$ cat config.mk
export PLATFORM = sky130hd
export DESIGN_NAME = parking_gate_controller
export DESIGN_NICKNAME = d
export VERILOG_FILES = /design/src/rtl/parking_pkg.sv /design/src/rtl/slot_alloc_pe.sv /design/src/rtl/parking_gate_controller.sv
export SDC_FILE = /design/constraint.sdc
export NUM_CORES = 1
export LEC_CHECK = 0
export CAP_MARGIN = 5
export CORE_MARGIN = 10
export CORE_UTILIZATION = 55
export CTS_BUF_LIST = sky130_fd_sc_hd__clkbuf_16
export DETAILED_ROUTE_END_ITERATION = 10
export PLACE_DENSITY = 0.79
export SYNTH_ARGS = -nofsm -noshare
export SYNTH_HDL_FRONTEND = slang
export SYNTH_SLANG_ARGS = --single-unit
$ cat constraint.sdc
create_clock -name clk -period 3.1 [get_ports clk]
set_input_delay 0.62 -clock clk [delete_from_list [all_inputs] [get_ports clk]]
set_output_delay 0.62 -clock clk [all_outputs]
set_load 0.01 [all_outputs]
$ cat src/rtl/parking_pkg.sv
// Shared types and sizes for the 4-slot parking gate controller.
package parking_pkg;

    localparam int unsigned NUM_SLOTS = 4;
    localparam int unsigned SLOT_W    = 2;

    typedef logic [SLOT_W-1:0]    slot_t;
    typedef logic [NUM_SLOTS-1:0] occ_t;

    typedef enum logic [2:0] {
        ST_IDLE       = 3'd0,
        ST_ENTRY_GATE = 3'd1,
        ST_EXIT_BILL  = 3'd2,
        ST_EXIT_PAY   = 3'd3,
        ST_EXIT_GATE  = 3'd4
    } state_e;

endpackage

$ cat src/rtl/slot_alloc_pe.sv
// Lowest-free-slot priority encoder over the occupancy vector.
module slot_alloc_pe
    import parking_pkg::*;
(
    input  occ_t  occ,
    output slot_t free_idx,
    output logic  none_free
);

    // Scan from the top so the lowest free index is the last one written.
    always_comb begin
        free_idx  = '0;
        none_free = 1'b1;
        for (int i = NUM_SLOTS - 1; i >= 0; i--) begin
            if (!occ[i]) begin
                free_idx  = SLOT_W'(i);
                none_free = 1'b0;
            end
        end
    end

endmodule

$ cat src/rtl/parking_gate_controller.sv
// Entry/exit barrier sequencer: slot allocation, exit validation, billing handshake.
module parking_gate_controller
    import parking_pkg::*;
#(
    parameter int unsigned GATE_CYCLES = 16,
    parameter int unsigned PAY_TIMEOUT = 1000
) (
    input  logic       clk,
    input  logic       rst,
    input  logic       entry_req,
    input  logic       exit_req,
    input  logic [1:0] exit_req_slot,
    input  logic       pay_ok,
    output logic [3:0] occupancy,
    output logic       exit_pulse,
    output logic [1:0] exit_slot,
    output logic       entry_grant,
    output logic [1:0] entry_slot,
    output logic       entry_reject,
    output logic       exit_reject,
    output logic       gate_in_open,
    output logic       gate_out_open,
    output logic       full,
    output logic       busy
);

    localparam int unsigned GATE_W = $clog2(GATE_CYCLES + 1);
    localparam int unsigned PAY_W  = $clog2(PAY_TIMEOUT + 1);

    state_e            state_q, state_d;
    logic              entry_pend_q, entry_pend_d;
    logic              exit_pend_q, exit_pend_d;
    slot_t             req_slot_q, req_slot_d;
    logic              prio_exit_q, prio_exit_d;
    occ_t              occ_q, occ_d;
    slot_t             entry_slot_q, entry_slot_d;
    slot_t             exit_slot_q, exit_slot_d;
    logic              entry_grant_q, entry_grant_d;
    logic              entry_reject_q, entry_reject_d;
    logic              exit_pulse_q, exit_pulse_d;
    logic              exit_reject_q, exit_reject_d;
    logic              gate_in_q, gate_in_d;
    logic              gate_out_q, gate_out_d;
    logic [GATE_W-1:0] gate_tmr_q, gate_tmr_d;
    logic [PAY_W-1:0]  pay_tmr_q, pay_tmr_d;

    slot_t free_idx;
    logic  none_free;
    logic  serve_entry, serve_exit;

    slot_alloc_pe u_alloc (
        .occ       (occ_q),
        .free_idx  (free_idx),
        .none_free (none_free)
    );

    always_comb begin
        state_d        = state_q;
        entry_pend_d   = entry_pend_q;
        exit_pend_d    = exit_pend_q;
        req_slot_d     = req_slot_q;
        prio_exit_d    = prio_exit_q;
        occ_d          = occ_q;
        entry_slot_d   = entry_slot_q;
        exit_slot_d    = exit_slot_q;
        entry_grant_d  = 1'b0;
        entry_reject_d = 1'b0;
        exit_pulse_d   = 1'b0;
        exit_reject_d  = 1'b0;
        gate_in_d      = gate_in_q;
        gate_out_d     = gate_out_q;
        gate_tmr_d     = gate_tmr_q;
        pay_tmr_d      = pay_tmr_q;
        serve_entry    = 1'b0;
        serve_exit     = 1'b0;

        // The fairness toggle only moves when both sides are contending.
        if (state_q == ST_IDLE) begin
            if (entry_pend_q && exit_pend_q) begin
                serve_exit  = prio_exit_q;
                serve_entry = !prio_exit_q;
                prio_exit_d = !prio_exit_q;
            end else begin
                serve_entry = entry_pend_q;
                serve_exit  = exit_pend_q;
            end
        end

        if (serve_entry) entry_pend_d = 1'b0;
        if (serve_exit)  exit_pend_d  = 1'b0;
        if (!entry_pend_q && entry_req) entry_pend_d = 1'b1;
        if (!exit_pend_q && exit_req) begin
            exit_pend_d = 1'b1;
            req_slot_d  = exit_req_slot;
        end

        case (state_q)
            ST_IDLE: begin
                if (serve_entry) begin
                    if (none_free) begin
                        entry_reject_d = 1'b1;
                    end else begin
                        occ_d[free_idx] = 1'b1;
                        entry_slot_d    = free_idx;
                        entry_grant_d   = 1'b1;
                        gate_in_d       = 1'b1;
                        gate_tmr_d      = GATE_W'(GATE_CYCLES);
                        state_d         = ST_ENTRY_GATE;
                    end
                end else if (serve_exit) begin
                    if (!occ_q[req_slot_q]) begin
                        exit_reject_d = 1'b1;
                    end else begin
                        exit_slot_d  = req_slot_q;
                        exit_pulse_d = 1'b1;
                        state_d      = ST_EXIT_BILL;
                    end
                end
            end
            ST_ENTRY_GATE: begin
                if (gate_tmr_q == GATE_W'(1)) begin
                    gate_in_d = 1'b0;
                    state_d   = ST_IDLE;
                end else begin
                    gate_tmr_d = gate_tmr_q - GATE_W'(1);
                end
            end
            ST_EXIT_BILL: begin
                pay_tmr_d = PAY_W'(PAY_TIMEOUT);
                state_d   = ST_EXIT_PAY;
            end
            ST_EXIT_PAY: begin
                if (pay_ok) begin
                    occ_d[exit_slot_q] = 1'b0;
                    gate_out_d         = 1'b1;
                    gate_tmr_d         = GATE_W'(GATE_CYCLES);
                    state_d            = ST_EXIT_GATE;
                end else if (pay_tmr_q == PAY_W'(1)) begin
                    exit_reject_d = 1'b1;
                    state_d       = ST_IDLE;
                end else begin
                    pay_tmr_d = pay_tmr_q - PAY_W'(1);
                end
            end
            ST_EXIT_GATE: begin
                if (gate_tmr_q == GATE_W'(1)) begin
                    gate_out_d = 1'b0;
                    state_d    = ST_IDLE;
                end else begin
                    gate_tmr_d = gate_tmr_q - GATE_W'(1);
                end
            end
            default: state_d = ST_IDLE;
        endcase
    end

    always_ff @(posedge clk or posedge rst) begin
        if (rst) begin
            state_q        <= ST_IDLE;
            entry_pend_q   <= 1'b0;
            exit_pend_q    <= 1'b0;
            req_slot_q     <= '0;
            prio_exit_q    <= 1'b1;
            occ_q          <= '0;
            entry_slot_q   <= '0;
            exit_slot_q    <= '0;
            entry_grant_q  <= 1'b0;
            entry_reject_q <= 1'b0;
            exit_pulse_q   <= 1'b0;
            exit_reject_q  <= 1'b0;
            gate_in_q      <= 1'b0;
            gate_out_q     <= 1'b0;
            gate_tmr_q     <= '0;
            pay_tmr_q      <= '0;
        end else begin
            state_q        <= state_d;
            entry_pend_q   <= entry_pend_d;
            exit_pend_q    <= exit_pend_d;
            req_slot_q     <= req_slot_d;
            prio_exit_q    <= prio_exit_d;
            occ_q          <= occ_d;
            entry_slot_q   <= entry_slot_d;
            exit_slot_q    <= exit_slot_d;
            entry_grant_q  <= entry_grant_d;
            entry_reject_q <= entry_reject_d;
            exit_pulse_q   <= exit_pulse_d;
            exit_reject_q  <= exit_reject_d;
            gate_in_q      <= gate_in_d;
            gate_out_q     <= gate_out_d;
            gate_tmr_q     <= gate_tmr_d;
            pay_tmr_q      <= pay_tmr_d;
        end
    end

    assign occupancy     = occ_q;
    assign exit_pulse    = exit_pulse_q;
    assign exit_slot     = exit_slot_q;
    assign entry_grant   = entry_grant_q;
    assign entry_slot    = entry_slot_q;
    assign entry_reject  = entry_reject_q;
    assign exit_reject   = exit_reject_q;
    assign gate_in_open  = gate_in_q;
    assign gate_out_open = gate_out_q;
    assign full          = &occ_q;
    assign busy          = (state_q != ST_IDLE);

endmodule

==> results of run 1 <==
==> placed cells by master (no fill, tap or decap), types with 4 or more instances in the layout <==
cell type | synthesis | layout
xor2_1 | 6 | 6
nand3_1 | 6 | 6
ha_1 | 4 | 4
nor2_1 | 9 | 9
inv_1 | 14 | 14
a21oi_1 | 6 | 6
clkbuf_16 | 0 | 5
clkdlybuf4s50_1 | 0 | 22
o31ai_1 | 5 | 5
dfrtp_1 | 36 | 36
nand2_1 | 24 | 24
nand4_1 | 4 | 4
o21ai_0 | 9 | 9
==> kinds of logic (layout without fill, tap and decap cells) <==
logic type	Yosys count	after routing	share of synthesized area [%]
AO/OA/AOI/OAI	43	43	17.2
XOR/XNOR	7	7	3.16
adder cells (fa/ha/maj)	4	4	2.58
buffers and inverters	21	47	5.48
flip-flops	37	37	47.8
multiplexers	5	5	3.42
AND/OR/NAND/NOR	66	66	20.4
==> final timing paths <==
path                               start            end  cells past startpoint
min in group asynchronous            rst     exit_pulse                      2
setup / recovery              state_q[0]           busy                      3
hold / removal              gate_in_open   gate_in_open                      2
setup reg to reg           gate_tmr_q[1]  gate_tmr_q[4]                      7
hold reg to reg             gate_in_open   gate_in_open                      2
max in group asynchronous            rst    prio_exit_q                      3
==> cells in the mapped netlist (all sizes together) (2+ instances only) <==
library cell and count:
nor2b 2, nor2 9, nand3b 2, o211ai 2, nand3 7, a21oi 6, o22ai 2, or4b 2
nand4 4, a31oi 3, or4 2, mux2 3, nand2 24, nor3 5, nor4 2, dfrtp 36
o41ai 2, buf 3, o31a 2, inv 15, o31ai 5, ha 4, xor2 6, or3 2
clkbuf 3, o21ai 10
==> per-stage QoR <==
step / hold slack [ns] / instances
2_1_floorplan: 0.471 / 183
3_3_place_gp: 0.488 / 247
3_5_place_dp: 0.495 / 247
4_1_cts: 0.510 / 255
5_1_grt: 0.538 / 255
6_report: 0.507 / 255
==> per-layer routing <==
metal	share of wire [%]	routed length, µm	track usage (%)
met1	40	1810	17.8
met2	50	2300	25.3
met3	8.2	373	5.86
met4	1.6	73	5.20
met5	0	0	0
==> registers in the layout (all words and copies together), names as in the netlist <==
register and cells:
gate_in_open 1, occupancy 4, entry_pend_q 1, pay_tmr_q 10, exit_slot 2, req_slot_q 2
gate_out_open 1, entry_slot 2, exit_pend_q 1, exit_pulse 1, entry_reject 1, prio_exit_q 1
entry_grant 1, state_q 3, exit_reject 1, gate_tmr_q 5
==> worst register-to-register path: stages (launching register included) <==
cell,delay (ns)
dfrtp_1,0.39
inv_1,0.08
ha_1,0.15
or4b_4,0.50
a31oi_2,0.24
o31a_4,0.22
nor3_1,0.06
or3b_1,0.34
==> area by class of cell <==
type,instances,area (µm²)
fillers,283,1040
flip-flops and latches,37,927
multi-input cells,125,906
repair buffers,24,235
clock buffers,5,125
well taps,46,57.6
inverters,15,56.3
clock inverters,3,17.5
==> power by group <==
| group | internal, W | total (W) | switching [W] |
|---|---|---|---|
| registers | 0.000660 | 0.000901 | 0.000240 |
| clock network | 0.000294 | 0.000484 | 0.000190 |
| logic | 0.000517 | 0.00112 | 0.000600 |
| total | 0.00147 | 0.00250 | 0.00103 |
==> impl_summary.log, run 1 <==
[metrics] portion of the clock cycle consumed by the worst path in the final layout: 77.7%
[metrics] pwr dens: 1080 nW/µm²
[metrics] Die Width: 79.4 µm
[metrics] reg2reg setup slack: 1.00 ns
[metrics] Leak: 0.966 nW
[metrics] core region area: 3360 µm²
[metrics] Iteration-0 DRC Markers: 119
[metrics] Post-CTS Setup Bufs: 0
[metrics] number of iterations in the first detailed-routing pass: 4
[metrics] placed cell areas: 2180 µm²
[metrics] number of buffers inserted for hold repair after clock tree synthesis: 0
[metrics] CTS Buffer Depth: 2
[metrics] Mean Syn Cell Area: 10.6 µm²
[metrics] unrepaired setup endpoints after global routing: no
[metrics] Final Setup Violations: 0
[metrics] Synth Flop Type: dfrtp_1
[metrics] DRC viols: 0
[metrics] clock tree from TritonCTS: yes
[metrics] core occupancy in the finished layout: 69.1%
[metrics] vias in the first global route: 1577
[metrics] clock input transition at the sequential cells of the worst setup and hold paths: 0.06 ns
[metrics] area growth from synthesis to layout: 19.9%
[metrics] timing-limited maximum frequency: 415 MHz
[metrics] number of nets in the synthesized netlist: 194
[metrics] cell at the slowest stage of the critical path: dfrtp_1
[metrics] starting utilization of the core area: 57.7%
[metrics] share of synthesized flip-flops with an asynchronous set or reset: 100%
[metrics] worst voltage drop across the vdd grid: 0.653 mV
[metrics] die outline area: 6300 µm²
[metrics] Critical Path End Type: output port
[metrics] WP buf/inv: 2
[metrics] number of routed nets with antenna violations: 0
[metrics] Antenna diodes: 0
[metrics] maximum fanout count along the critical path: 12
[metrics] sequential cell area fraction in the yosys report: 47.8%
[metrics] root cell of the clock tree: clkbuf_16
[metrics] final critical-path setup slack: 0.691 ns
[metrics] final count of hold timing violations: 0
[metrics] number of buffers added on ports: 22
[metrics] ordered cell list for the critical path: nor3_4 -> inv_2 -> clkdlybuf4s50_1
[metrics] largest net degree at the start of global routing: 15
[metrics] headroom to the max-slew limit: 64.3%
[metrics] total grt overflow: 0
[metrics] clock sinks: 37
[metrics] FF+latch count, synth: 37
[metrics] Crit Path Class: reg -> out
[metrics] Synth Cell Area: 1940 µm²
[metrics] clock buffer count from CTS: 5
[metrics] placement row count: 21
[metrics] Placement Setup Slack: 0.654 ns
[metrics] initial antenna violation count: 0
[metrics] Syn Inst Count: 183
[metrics] worst hold path class: reg -> reg
[metrics] count of yosys warnings during synthesis: 0
[metrics] power after layout: 0.00250 W
[metrics] I/O pin count: 23
[metrics] Final Slew Violations: 0
[metrics] number of instances resized during post-cts repair: 0
[metrics] Worst Setup Start Kind: flip-flop
[metrics] top cells by area in the synthesized netlist: dfrtp_1 46%, nand2_1 4.6%, inv_1 2.7%, xor2_1 2.7%, ha_1 2.6%
[metrics] Worst EP required: 2.48 ns
[metrics] biggest cell delay along the critical path: 0.55 ns
[metrics] average routed wire per standard cell: 17.9 µm
[metrics] via count: 1562
[metrics] global-route wire length before repair: 7690 µm
[metrics] unique cell type count in the Yosys netlist: 58
[metrics] drt total wl: 4550 µm
[metrics] area share of the leading cell type in the synthesized netlist: 46.5%
[metrics] finished layout cell area: 2320 µm²
[metrics] fraction of layout cells with a size suffix above 1: 13.9%
[metrics] die span in y: 79.4 µm
[metrics] routability congestion estimate from global placement: 0.819
[metrics] detailed-placement wirelength estimate: 3340 µm
[metrics] Max Clock Skew: 0.00546 ns
[metrics] number of synthesized flops with an enable pin: 0
[metrics] largest delay contributor family on the critical path: buffers and inverters
[metrics] setup tns final: 0 ns
[metrics] dominant cell type by area after synthesis: dfrtp_1
[metrics] Total Nets Final: 219
[metrics] number of vias per cell after detailed routing: 6.13
[metrics] H-tree depth reported by CTS: 2
[metrics] clock insertion delay at the later pin of the skew report: 0.28 ns
[metrics] maximum capacitance violations: 0
[metrics] total routing usage reported by global routing: 15.3%
[metrics] status: complete, no violations
[metrics] minimum clock period: 2.41 ns
[metrics] slew at the pin with the worst max-slew slack: 0.531 ns
[metrics] arrival time of the worst setup path: 1.79 ns
No activity file was read; power rests on OpenSTA's default activity.
==> run 2, diff against run 1 <==
clock period = 2.3 ns   (was 3.1 ns; I/O delays follow)
==> run 2 against run 1 <==
Against the previous run: first-iteration DRC count shrank 17%; die area unchanged; non-clock buffer count is 2 higher; via count is 1.0% lower; register-to-register slack got worse by 0.81 ns.
==> impl_summary.log, run 2 (same netlist as run 1, synthesis figures left out) <==
[metrics] status: complete, no violations
[metrics] timing-limited maximum frequency: 453 MHz
[metrics] worst hold path class: reg -> reg
[metrics] number of iterations in the first detailed-routing pass: 4 (unchanged)
[metrics] Biggest register: pay_tmr_q
[metrics] final count of hold timing violations: 0 (unchanged)
[metrics] slew at the pin with the worst max-slew slack: 0.538 ns (+0.00697 ns)
[metrics] DRC viols: 0 (unchanged)
[metrics] Hold Path Stages: 1 (-1)
[metrics] most frequent cells in the layout: 36 x dfrtp_1, 24 x nand2_1, 22 x clkdlybuf4s50_1, 14 x inv_1
[metrics] drt total wl: 4250 µm (-6.7%)
[metrics] root cell of the clock tree: clkbuf_16
[metrics] Critical Path End Type: output port
[metrics] maximum capacitance violations: 0 (unchanged)
[metrics] number of vias per cell after detailed routing: 6.02 (-1.8%)
[metrics] Leak: 0.999 nW (+3.4%)
[metrics] reg2reg setup slack: 0.19 ns (-0.81 ns)
[metrics] Die Width: 79.4 µm (unchanged)
[metrics] Total Nets Final: 221 (+0.91%)
[metrics] clock buffer count from CTS: 5 (unchanged)
[metrics] Antenna diodes: 0 (unchanged)
[metrics] die outline area: 6300 µm² (unchanged)
[metrics] largest net degree at the start of global routing: 38 (+23)
[metrics] die span in y: 79.4 µm (unchanged)
[metrics] via count: 1546 (-1.0%)
[metrics] core region area: 3360 µm² (unchanged)
[metrics] clock input transition at the sequential cells of the worst setup and hold paths: 0.05 ns (about the same)
[metrics] average routed wire per standard cell: 16.5 µm (-7.4%)
[metrics] area growth from synthesis to layout: 23.1%
[metrics] arrival time of the worst setup path: 1.75 ns (-0.04 ns)
[metrics] unrepaired setup endpoints after global routing: no
[metrics] number of buffers inserted for hold repair after clock tree synthesis: 0 (unchanged)
[metrics] portion of the clock cycle consumed by the worst path in the final layout: 95.9%
[metrics] initial antenna violation count: 0 (unchanged)
[metrics] Max Clock Skew: 0.00659 ns (+0.00113 ns)
[metrics] placement row count: 21 (unchanged)
[metrics] depth of the worst register-to-register path: 5 (-2)
[metrics] global-route wire length before repair: 7200 µm (-6.4%)
[metrics] Final Setup Violations: 0 (unchanged)
[metrics] number of instances resized during post-cts repair: 0 (unchanged)
[metrics] maximum fanout count along the critical path: 8 (-4)
[metrics] starting utilization of the core area: 57.7% (unchanged)
[metrics] clock sinks: 37 (unchanged)
[metrics] clock insertion delay at the later pin of the skew report: 0.28 ns (about the same)
[metrics] commonest non-fill, non-tap cell in the layout: dfrtp_1
[metrics] routability congestion estimate from global placement: 0.833 (+1.8%)
[metrics] headroom to the max-slew limit: 63.8% (-0.47 points)
[metrics] setup tns final: 0 ns (unchanged)
[metrics] number of buffers added on ports: 22 (unchanged)
[metrics] max reg flops: 10 (unchanged)
[metrics] detailed-placement wirelength estimate: 3120 µm (-6.4%)
[metrics] pwr dens: 1510 nW/µm² (+40%)
[metrics] power after layout: 0.00361 W (+44%)
[metrics] minimum clock period: 2.21 ns
[metrics] Final Slew Violations: 0 (unchanged)
[metrics] number of routed nets with antenna violations: 0 (unchanged)
[metrics] worst voltage drop across the vdd grid: 1.00 mV (+54%)
[metrics] Crit Path Class: reg -> out
[metrics] I/O pin count: 23 (unchanged)
[metrics] Worst EP required: 1.84 ns (-0.64 ns)
[metrics] clock tree from TritonCTS: yes
[metrics] CTS Buffer Depth: 2 (unchanged)
[metrics] Worst Setup Start Kind: flip-flop
[metrics] total grt overflow: 0 (unchanged)
[metrics] Iteration-0 DRC Markers: 99 (-17%)
[metrics] Post-CTS Setup Bufs: 0 (unchanged)
[metrics] total routing usage reported by global routing: 14.5% (-0.83 points)
[metrics] H-tree depth reported by CTS: 2 (unchanged)
[metrics] vias in the first global route: 1544 (-2.1%)
[metrics] fraction of layout cells with a size suffix above 1: 15.2% (+1.3 points)
==> run 2: changes by cell type in the layout (fill, tap and decap cells not counted), sizes merged <==
| cell | before | now |
|---|---|---|
| bufinv | 0 | 2 |
| buf | 2 | 4 |
| clkinv | 3 | 1 |
==> run 2: power breakdown <==
part	internal (W)	total, W	switching, W	leakage (nW)
Clock	0.000618	0.000873	0.000254	0.0938
Sequential	0.000890	0.00118	0.000293	0.428
Combinational	0.000723	0.00155	0.000826	0.477
Total	0.00223	0.00361	0.00137	0.999
==> run 2: worst paths after layout <==
check	startpoint	endpoint
max	state_q[1]	busy
min	prio_exit_q	prio_exit_q
max reg2reg	pay_tmr_q[5]	state_q[0]
min reg2reg	prio_exit_q	prio_exit_q
max in group asynchronous	rst	prio_exit_q
min in group asynchronous	rst	exit_slot[0]
==> run 2: worst max-delay path: stages (launching register included) <==
cell             delay (ns)
dfrtp_1                0.50
nor3_4                 0.37
inv_2                  0.10
clkdlybuf4s50_1        0.49
==> run 2: metrics by stage <==
stage	cell area, µm²	hold WS (ns)	setup WS, ns	std cells	util, %
after floorplan	1940	0.471	0.344	183	-
final	2390	0.512	0.0936	257	71.0
after global routing	2390	0.527	0.0399	257	71.0
after global placement	2200	0.487	0.136	249	65.3
after detailed placement	2200	0.500	0.0682	249	65.3
after CTS	2390	0.511	0.110	257	71.0
==> run 2: cell type report <==
type | count | area, µm²
Fill cell | 252 | 976
Multi-Input combinational cell | 125 | 906
Timing Repair Buffer | 26 | 250
Clock buffer | 5 | 125
Inverter | 15 | 56.3
Sequential cell | 37 | 927
Tap cell | 46 | 57.6
Clock inverter | 3 | 65.1
==> run 2: layer usage <==
layer / share of wire [%] / global-route usage (%) / routed length, µm
met1: 42 / 16.3 / 1780
met3: 6.4 / 5.41 / 272
met2: 49 / 23.6 / 2080
met4: 2.8 / 7.17 / 120
met5: 0 / 0 / 0
==> run 3, diff against run 2 <==
CORE_UTILIZATION = 25   (was 55)
PLACE_DENSITY = unset   (was 0.79)
==> run 3 against run 2 <==
Against the previous run: utilization fell by 39 points; sequential cell count stayed put; routed wire length down 0.94%; maximum frequency is essentially flat; hold slack worse by 0.0060 ns; register-to-register slack improved by 0.05 ns; worst setup slack lost 0.0013 ns; sequential power is essentially flat; first-iteration DRC count is 45% lower; critical path depth stayed put; clock power decreased by 24%; critical path type unchanged.
==> impl_summary.log, run 3 (same netlist as run 1, synthesis figures left out) <==
[metrics] detailed-placement wirelength estimate: 3190 µm (+2.3%)
[metrics] clock input transition at the sequential cells of the worst setup and hold paths: 0.06 ns (about the same)
[metrics] max reg flops: 10 (unchanged)
[metrics] Final Setup Violations: 0 (unchanged)
[metrics] Crit Path Class: reg -> out
[metrics] clock tree from TritonCTS: yes
[metrics] global-route wire length before repair: 7380 µm (+2.5%)
[metrics] number of instances resized during post-cts repair: 0 (unchanged)
[metrics] finished layout cell area: 2420 µm² (+1.6%)
[metrics] routability congestion estimate from global placement: 0.731 (-12%)
[metrics] total routing usage reported by global routing: 7.75% (-6.7 points)
[metrics] CTS Buffer Depth: 2 (unchanged)
[metrics] Post-CTS Setup Bufs: 0 (unchanged)
[metrics] slew at the pin with the worst max-slew slack: 0.474 ns (-0.0638 ns)
[metrics] clock sinks: 37 (unchanged)
[metrics] timing-limited maximum frequency: 453 MHz (about the same)
[metrics] status: complete, no violations
[metrics] die outline area: 11700 µm² (+85%)
[metrics] largest net degree at the start of global routing: 38 (unchanged)
[metrics] unrepaired setup endpoints after global routing: no
[metrics] headroom to the max-slew limit: 68.4% (+4.5 points)
[metrics] maximum fanout count along the critical path: 8 (unchanged)
[metrics] Iteration-0 DRC Markers: 54 (-45%)
[metrics] final count of hold timing violations: 0 (unchanged)
[metrics] most frequent cells in the layout: 36 x dfrtp_1, 24 x nand2_1, 22 x clkdlybuf4s50_1, 14 x inv_1
[metrics] starting utilization of the core area: 25.4% (-32 points)
[metrics] maximum capacitance violations: 0 (unchanged)
[metrics] clock insertion delay at the later pin of the skew report: 0.28 ns (about the same)
[metrics] Worst Setup Start Kind: flip-flop
[metrics] worst hold path class: reg -> reg
[metrics] number of iterations in the first detailed-routing pass: 4 (unchanged)
[metrics] arrival time of the worst setup path: 1.75 ns (about the same)
[metrics] clock buffer count from CTS: 5 (unchanged)
[metrics] root cell of the clock tree: clkbuf_16
[metrics] minimum clock period: 2.21 ns (+0.00126 ns)
[metrics] portion of the clock cycle consumed by the worst path in the final layout: 96.0% (about the same)
[metrics] average routed wire per standard cell: 13.4 µm (-19%)
[metrics] I/O pin count: 23 (unchanged)
[metrics] core region area: 7650 µm² (+130%)
[metrics] initial antenna violation count: 0 (unchanged)
[metrics] Die Width: 108 µm (+36%)
[metrics] commonest non-fill, non-tap cell in the layout: dfrtp_1
[metrics] drt total wl: 4210 µm (-0.94%)
[metrics] Final Slew Violations: 0 (unchanged)
[metrics] Biggest register: pay_tmr_q
[metrics] number of vias per cell after detailed routing: 4.61 (-23%)
[metrics] number of buffers added on ports: 22 (unchanged)
[metrics] number of routed nets with antenna violations: 0 (unchanged)
[metrics] via count: 1451 (-6.1%)
[metrics] H-tree depth reported by CTS: 2 (unchanged)
[metrics] pwr dens: 1390 nW/µm² (-8.3%)
[metrics] Critical Path End Type: output port
[metrics] worst voltage drop across the vdd grid: 0.625 mV (-38%)
[metrics] Worst EP required: 1.84 ns (about the same)
[metrics] area growth from synthesis to layout: 25.0%
[metrics] DRC viols: 0 (unchanged)
[metrics] Placement Setup Slack: 0.0342 ns (-0.0340 ns)
[metrics] fraction of layout cells with a size suffix above 1: 16.0% (+0.80 points)
[metrics] setup tns final: 0 ns (unchanged)
[metrics] Max Clock Skew: 0.00821 ns (+0.00162 ns)
[metrics] Antenna diodes: 0 (unchanged)
[metrics] total grt overflow: 0 (unchanged)
[metrics] Total Nets Final: 223 (+0.90%)
[metrics] final critical-path setup slack: 0.0924 ns (-0.00126 ns)
[metrics] number of buffers inserted for hold repair after clock tree synthesis: 0 (unchanged)
[metrics] placement row count: 32 (+52%)
[metrics] placed cell areas: 2280 µm² (+3.9%)
[metrics] Leak: 0.985 nW (-1.4%)
[metrics] vias in the first global route: 1458 (-5.6%)
[metrics] die span in y: 108 µm (+36%)
-- run 3: cell types whose count changed in the layout (fill, tap and decap cells not counted) --
cell / change
buf_4: +2
clkinv_2: +1
clkinvlp_4: +1
bufinv_16: -2
-- run 3: metrics by stage --
step | instances | total power, W | utilization [%] | hold WS (ns)
3_3_place_gp | 307 | 0.00271 | 29.8 | 0.491
4_1_cts | 315 | 0.00340 | 31.7 | 0.513
2_1_floorplan | 183 | 0.00221 | - | 0.471
5_1_grt | 315 | 0.00363 | 31.7 | 0.524
3_5_place_dp | 307 | 0.00272 | 29.8 | 0.501
6_report | 315 | 0.00336 | 31.7 | 0.506
-- run 3: layer usage --
layer,track usage (%),vias to the layer above,routed length [µm]
met3,2.62,8,231
li1,-,720,-
met1,9.24,698,1910
met5,0,-,0
met4,3.15,0,64
met2,12.5,25,2000
-- run 3: path summary, 6_finish.rpt --
path	from	endpoint	slack (ns)	depth (start not counted)
setup / recovery	state_q[1]	busy	0.09	3
hold / removal	pay_tmr_q[1]	pay_tmr_q[1]	0.51	2
setup reg to reg	gate_tmr_q[1]	gate_tmr_q[4]	0.24	7
hold reg to reg	pay_tmr_q[1]	pay_tmr_q[1]	0.51	2
max in group asynchronous	rst	prio_exit_q	1.36	3
min in group asynchronous	rst	exit_pulse	0.59	3
-- run 3: worst max-delay path, cell delays in order, from the launching register on --
cell             delay [ns]
dfrtp_1                0.51
nor3_4                 0.36
inv_2                  0.10
clkdlybuf4s50_1        0.50
-- run 3: final cells by class --
class / count / area [µm²]
Inverter: 15 / 56.3
Clock buffer: 5 / 125
Clock inverter: 3 / 17.5
Multi-Input combinational cell: 125 / 906
Sequential cell: 37 / 927
Fill cell: 778 / 5220
Timing Repair Buffer: 28 / 265
Tap cell: 102 / 128
-- run 3: report_power, final --
part,internal [W],switching (W)
registers,0.000890,0.000288
logic,0.000733,0.000784
clock network,0.000397,0.000267
